## config.mk

```make
export PLATFORM = sky130hd
export DESIGN_NAME = pipeline_hazard_ctrl
export DESIGN_NICKNAME = d
export VERILOG_FILES = /design/src/rtl/pipeline_hazard_ctrl.sv
export SDC_FILE = /design/constraint.sdc
export NUM_CORES = 1
export LEC_CHECK = 0
export BUFFER_PORTS_ARGS = -buffer_cell sky130_fd_sc_hd__buf_2
export CAP_MARGIN = 20
export CELL_PAD_IN_SITES_DETAIL_PLACEMENT = 0
export CELL_PAD_IN_SITES_GLOBAL_PLACEMENT = 1
export CORE_UTILIZATION = 39
export DETAILED_ROUTE_END_ITERATION = 8
export GPL_TIMING_DRIVEN = 0
export PLACE_DENSITY = 0.95
export SLEW_MARGIN = 0
export SYNTH_ARGS = -nofsm -noshare
export SYNTH_HDL_FRONTEND = slang
export SYNTH_SLANG_ARGS = --single-unit
```

## constraint.sdc

```tcl
create_clock -name clk -period 4.35 [get_ports clk]
set_input_delay 0.6525 -clock clk [delete_from_list [all_inputs] [get_ports clk]]
set_output_delay 0.6525 -clock clk [all_outputs]
set_load 0.005 [all_outputs]
```

## src/rtl/pipeline_hazard_ctrl.sv

```systemverilog
// pipeline_hazard_ctrl
// Hazard and stall controller for a five-stage in-order pipeline. It decides
// each cycle whether the pipeline advances, freezes on an outstanding memory
// response, inserts a load-use bubble, or flushes after a taken branch. It
// also keeps saturating counts of frozen cycles and inserted bubbles.
//
// Ports
//   clk          rising-edge clock
//   rst          synchronous reset, active low (0 = reset)
//   id_rs1/rs2   source register indices of the instruction in ID
//   id_uses_rs1/rs2  ID instruction reads that source
//   ex_rd        destination register of the instruction in EX
//   ex_mem_read  EX instruction is a load
//   ex_br_taken  EX resolved a taken branch/jump
//   imem_resp    instruction-memory response valid
//   dmem_req     MEM instruction has a data access outstanding
//   dmem_resp    data-memory response valid
//   pc_load .. mem_wb_load  stage-register load enables
//   id_ex_bubble zero the ID/EX control word on load
//   if_id_flush  IF/ID loads a NOP
//   stall_cnt    saturating count of frozen cycles
//   bubble_cnt   saturating count of inserted ID/EX bubbles
module pipeline_hazard_ctrl #(
  parameter int CNT_W = 16
) (
  input  logic             clk,
  input  logic             rst,
  input  logic [4:0]       id_rs1,
  input  logic [4:0]       id_rs2,
  input  logic             id_uses_rs1,
  input  logic             id_uses_rs2,
  input  logic [4:0]       ex_rd,
  input  logic             ex_mem_read,
  input  logic             ex_br_taken,
  input  logic             imem_resp,
  input  logic             dmem_req,
  input  logic             dmem_resp,
  output logic             pc_load,
  output logic             if_id_load,
  output logic             id_ex_load,
  output logic             ex_mem_load,
  output logic             mem_wb_load,
  output logic             id_ex_bubble,
  output logic             if_id_flush,
  output logic [CNT_W-1:0] stall_cnt,
  output logic [CNT_W-1:0] bubble_cnt
);

  function automatic logic [CNT_W-1:0] sat_inc(input logic [CNT_W-1:0] v);
    logic [CNT_W-1:0] one;
    one = {{(CNT_W-1){1'b0}}, 1'b1};
    return (&v) ? v : v + one;
  endfunction

  logic imem_done_q;
  logic dmem_done_q;
  logic imem_ok;
  logic dmem_ok;
  logic advance;
  logic load_use;

  // A response that arrives while the other side is still pending is
  // remembered in a done flag so the pipeline can advance later without
  // the memory having to hold its response valid.
  assign imem_ok = imem_resp | imem_done_q;
  assign dmem_ok = !dmem_req | dmem_resp | dmem_done_q;
  assign advance = imem_ok & dmem_ok;

  // x0 is hardwired zero, so a load targeting it never creates a hazard.
  assign load_use = ex_mem_read & (ex_rd != 5'd0) &
                    ((id_uses_rs1 & (id_rs1 == ex_rd)) |
                     (id_uses_rs2 & (id_rs2 == ex_rd)));

  always_comb begin
    pc_load      = 1'b0;
    if_id_load   = 1'b0;
    id_ex_load   = 1'b0;
    ex_mem_load  = 1'b0;
    mem_wb_load  = 1'b0;
    id_ex_bubble = 1'b0;
    if_id_flush  = 1'b0;
    if (rst && advance) begin
      ex_mem_load = 1'b1;
      mem_wb_load = 1'b1;
      id_ex_load  = 1'b1;
      if (ex_br_taken) begin
        pc_load      = 1'b1;
        if_id_load   = 1'b1;
        if_id_flush  = 1'b1;
        id_ex_bubble = 1'b1;
      end else if (load_use) begin
        // The bubble moves the load past EX, so load_use drops next cycle
        // and the stall lasts exactly one advancing cycle.
        id_ex_bubble = 1'b1;
      end else begin
        pc_load    = 1'b1;
        if_id_load = 1'b1;
      end
    end
  end

  always_ff @(posedge clk) begin
    if (!rst) begin
      imem_done_q <= 1'b0;
      dmem_done_q <= 1'b0;
    end else if (advance) begin
      imem_done_q <= 1'b0;
      dmem_done_q <= 1'b0;
    end else begin
      if (imem_resp) imem_done_q <= 1'b1;
      if (dmem_req && dmem_resp) dmem_done_q <= 1'b1;
    end
  end

  always_ff @(posedge clk) begin
    if (!rst) begin
      stall_cnt  <= '0;
      bubble_cnt <= '0;
    end else begin
      if (!advance) stall_cnt <= sat_inc(stall_cnt);
      if (advance && id_ex_bubble) bubble_cnt <= sat_inc(bubble_cnt);
    end
  end

endmodule

```

### Yosys cells after proc, flatten, opt, wreduce, memory -nomap -nowiden

Index checks and enable logic that the tools add are counted.

* flip-flop bits (word level): 34
* input bits: 24

* add/subtract/negate cells: 2
* equal/unequal tests: 2
* mux-type cells: 9
* bitwise operators: 13
* reductions and logical operators: 10

Operators with widths (count)
* 16-bit by 1-bit adder with 16-bit output (second input constant): 2
* 16-bit AND reduction: 2
* 5-bit == test: 2
* 1-bit 2-to-1 mux: 9
* 1-bit AND: 5
* 5-bit nonzero test: 1
* 1-bit inverter: 4
* 1-bit OR: 4
* 2-bit AND reduction: 2
* 1-bit logical AND: 3
* 2-bit OR reduction: 1
* 1-bit zero test: 1

### Longest topological paths before layout

* depth after elaboration: 9
* gate-level depth with buffers: 9
* mapped depth without buffers: 7

### Worst setup path after synthesis

Ideal clock, no wire load.

* path type: input to output
* start point: in ex_rd[1]
* end point: out pc_load
* arrival: 1837 ps
* setup slack: 1861 ps
* stages on the path: 5
* path through: or4_1 o21ai_1 nor2b_1 a21boi_0 buf_4

* word-level cells in the longest chain between the ends: 7
* elaborated cells between the ends (all ways): 11

Ends and longest elaborated chain
* start: declaration: line 32 `input logic [4:0] ex_rd,`
* 5-bit == test (on tied branches): line 71, 72
* 1-bit AND (on tied branches): line 71, 72
* 1-bit OR: line 71 `((id_uses_rs1 & (id_rs1 == ex_rd)) |`
* 1-bit AND (*): line 70 `assign load_use = ex_mem_read & (ex_rd != 5'd0) &`
* 1-bit 2-to-1 mux (*) (3 in series)
* end: declaration: line 38 `output logic pc_load,`

Every way passes the cells marked *; elsewhere a longest branch is shown, timed or not.

### Final worst setup path

* start point: in ex_rd[1]
* end point: out pc_load

* word-level cells in the longest chain between the ends: 7
* elaborated cells between the ends (all ways): 11

Ends and longest elaborated chain
* 5-bit == test (on tied branches): line 71, 72
* 1-bit AND (on tied branches): line 71, 72
* 1-bit OR: line 71
* 1-bit AND (*): line 70
* 1-bit 2-to-1 mux (*): line 91 `end else if (load_use) begin`
* 1-bit 2-to-1 mux (*): line 86 `if (ex_br_taken) begin`
* 1-bit 2-to-1 mux (*): line 82 `if (rst && advance) begin`

Marked as above.

==> impl_metrics.tcl <==
set metrics [dict create \
    cp.required_ns 3.70 \
    hold_path_class "reg2reg" \
    grt_overflow_total 0 \
    yosysWarningCount 0 \
    report.final.setup_viol 0 \
    max-cap-violations 0 \
    ant_nets 0 \
    die_area_sq_um 4880 \
    grt_max_degree 11 \
    rsz0062_at_grt "false" \
    synth_edf_count 0 \
    drt_iter0_drc 90 \
    cts_root_buf "clkbuf_8" \
    drive_gt1_share_pct 29.3 \
    period_share_pct 62.2 \
    pin_count 63 \
    ys_seq_area_share_pct 37.9 \
    post_drt_wl_per_cell_um 12.8 \
    syn_inst 206 \
    netSwitchingFraction_pct 24.7 \
    dp_hpwl_um 3130 \
    gp_congestion 0.759 \
    finalCriticalPeriod_ns 2.71 \
    portBuffers 62 \
    tritoncts "yes" \
    internal_power_uw 477 \
    clock.fmax_ghz 0.369 \
    grt_pass1_wl_um 7010 \
    finalHoldViolCount 0 \
    cts_setup_buffers 0 \
    synthArstFlopShare_pct 0 \
    path_buf_inv 3 \
    num_rows 24 \
    hold_buffers 0 \
    synth_area_sq_um 1800 \
    antenna_found_initial 0 \
    synth_seq_cells 34 \
    finalPower_uw 633 \
    antenna_cells 0 \
    report.final.slew_viol_count 0 \
    first_global_vias 1560 \
    cts_buffer_depth 2 \
    clkTransAtPathRegs_ns 0.07 \
    cts_resized 0 \
    worst_path_largest_cell_delay_ns 0.52 \
    cts_num_sinks 34 \
    worstPathCellList "buf_2, or4_1, o21ai_1, nor2b_1, a21boi_0, buf_4, buf_2" \
    syn_area_per_cell_sq_um 8.72 \
    clkPwrFrac_pct 38.6 \
    crit_path_start_kind "input port" \
    fin_tns_setup_ns 0 \
    ys_types 41 \
    final.fill_count 436 \
    critPathCaptureType "output port" \
    fin_skew_ns 0.00500 \
    final_nets 301 \
    insertion_delay_ns 0.29 \
    crit_slowest_cell "or4_1" \
    power.switching_uw 157 \
    cellPowerDensity_nw_per_um2 280 \
    die_h_um 69.9 \
    seqPwrFrac_pct 50.7 \
    cp_common_cell "buf_2" \
    critPathKind "in2out" \
    start_util_pct 41.0 \
    power_leakage_uw 0.000938 \
    coreArea_sq_um 4380 \
    vias_per_cell 5.34 \
    tightest_slew_ns 0.650 \
    track_usage_pct 17.6 \
    crit_fanout 3 \
    syn-num-nets 232 \
    crit_arrival_ns 2.06 \
    syn2layout_area_growth_pct 26.0 \
    crit_family "simple AND/OR/NAND/NOR gates" \
    cts_buffers 5 \
    comb_power_share_pct 10.7 \
    fp.dieW_um 69.9 \
    wl_um 4190 \
    ir_drop_mv 0.172 \
    dr_total_vias 1753 \
    cts_max_level 2 \
    synth-main-ff-cell "dfxtp_1" \
    relSlewSlack_pct 56.6 \
    first_pass_iters 4 \
    outcome "completed" \
    drc_errors 0 \
]
-- logic make-up (layout without fill, tap and decap cells) --
logic type,after synthesis,after routing,share of synthesized area (%)
AOI/OAI and AO/OA,37,37,14.7
xor gates and xnor gates,25,25,12.2
adders and majority gates,2,2,1.39
buffers and inverters,14,84,4.25
DFF,34,34,37.9
muxes,2,2,1.11
and+or+nand+nor,92,92,28.5
-- metrics by stage --
stage / setup slack [ns] / std cells / hold slack [ns] / cell area [sq um] / util [%]
6_report: 1.64 / 328 / 0.493 / 2260 / 51.6
5_1_grt: 1.56 / 328 / 0.529 / 2260 / 51.6
4_1_cts: 1.63 / 328 / 0.493 / 2260 / 51.6
3_5_place_dp: 1.64 / 320 / 0.481 / 2170 / 49.5
3_3_place_gp: 1.63 / 320 / 0.481 / 2170 / 49.5
2_1_floorplan: 1.86 / 206 / 0.475 / 1800 / -
-- worst reg2reg max path, stage by stage (launching register included) --
cell and delay (ns):
dfxtp_1 0.35, ha_1 0.24, and3_1 0.20, and3_4 0.20, a32oi_2 0.20, o211ai_2 0.14, buf_6 0.17, buf_2 0.18
o311ai_1 0.30, o41ai_1 0.13
-- Yosys cell counts (all sizes together) (6+ instances only) --
cell   instances  share of area (%)
dfxtp         34                 38
nor2          19                4.0
xnor2         19                9.3
nand3         15                4.2
nand2         12                2.5
a21oi         11                3.1
nand4          9                3.1
and3           8                3.1
and2           7                2.4
o31ai          7                2.9
buf            6                2.6
nor3           6                2.3
or4            6                2.5
xor2           6                2.9
-- state kept, by name (all words and copies together) (netlist names) --
signal	cells
bubble_cnt	16
stall_cnt	16
dmem_done_q	1
imem_done_q	1
-- metal layers --
layer | track usage [%] | up-vias | wire length, um
met3 | 4.33 | 7 | 213
met4 | 8.00 | 0 | 60
met1 | 22.3 | 808 | 1950
met2 | 28.3 | 45 | 1970
li1 | - | 893 | -
met5 | 0 | - | 0
-- cell type report --
type | count | area [sq um] | share of cell area (%)
well taps | 52 | 65.1 | 2.87
plain buffers | 9 | 57.6 | 2.54
clock buffers | 7 | 86.3 | 3.81
flip-flops and latches | 34 | 681 | 30.1
multi-input cells | 158 | 1040 | 45.9
inverters | 5 | 18.8 | 0.829
clock inverters | 1 | 5.00 | 0.221
repair buffers | 62 | 310 | 13.7
-- power groups by stage --
stage	sequential, uW	clock [uW]	combinational, uW
6_report	321	244	67.8
5_1_grt	322	259	74.8
4_1_cts	321	250	68.4
3_5_place_dp	328	0	68.2
3_3_place_gp	328	0	67.1
2_1_floorplan	328	0	39.7
-- cell usage in the layout (no fill, tap or decap), drive strengths merged, types with 2 or more instances in the layout --
cell type	count
buf	68
dfxtp	34
nor2	19
xnor2	19
nand3	15
nand2	12
a21oi	11
clkbuf	10
nand4	9
and3	8
o31ai	7
and2	7
or4	6
xor2	6
nor3	6
o21ai	5
inv	4
o211ai	4
o41ai	3
or3	3
or4b	2
mux2i	2
ha	2
clkinv	2
-- worst paths after layout --
check | startpoint | to | slack [ns] | depth (start not counted)
max | ex_rd[1] | pc_load | 1.64 | 7
min | bubble_cnt[14]$_SDFFE_PN0P_ | bubble_cnt[14]$_SDFFE_PN0P_ | 0.49 | 2
max reg2reg | bubble_cnt[0]$_SDFFE_PN0P_ | bubble_cnt[5]$_SDFFE_PN0P_ | 2.11 | 9
min reg2reg | bubble_cnt[14]$_SDFFE_PN0P_ | bubble_cnt[14]$_SDFFE_PN0P_ | 0.49 | 2
(Power assumes the default switching activity.)
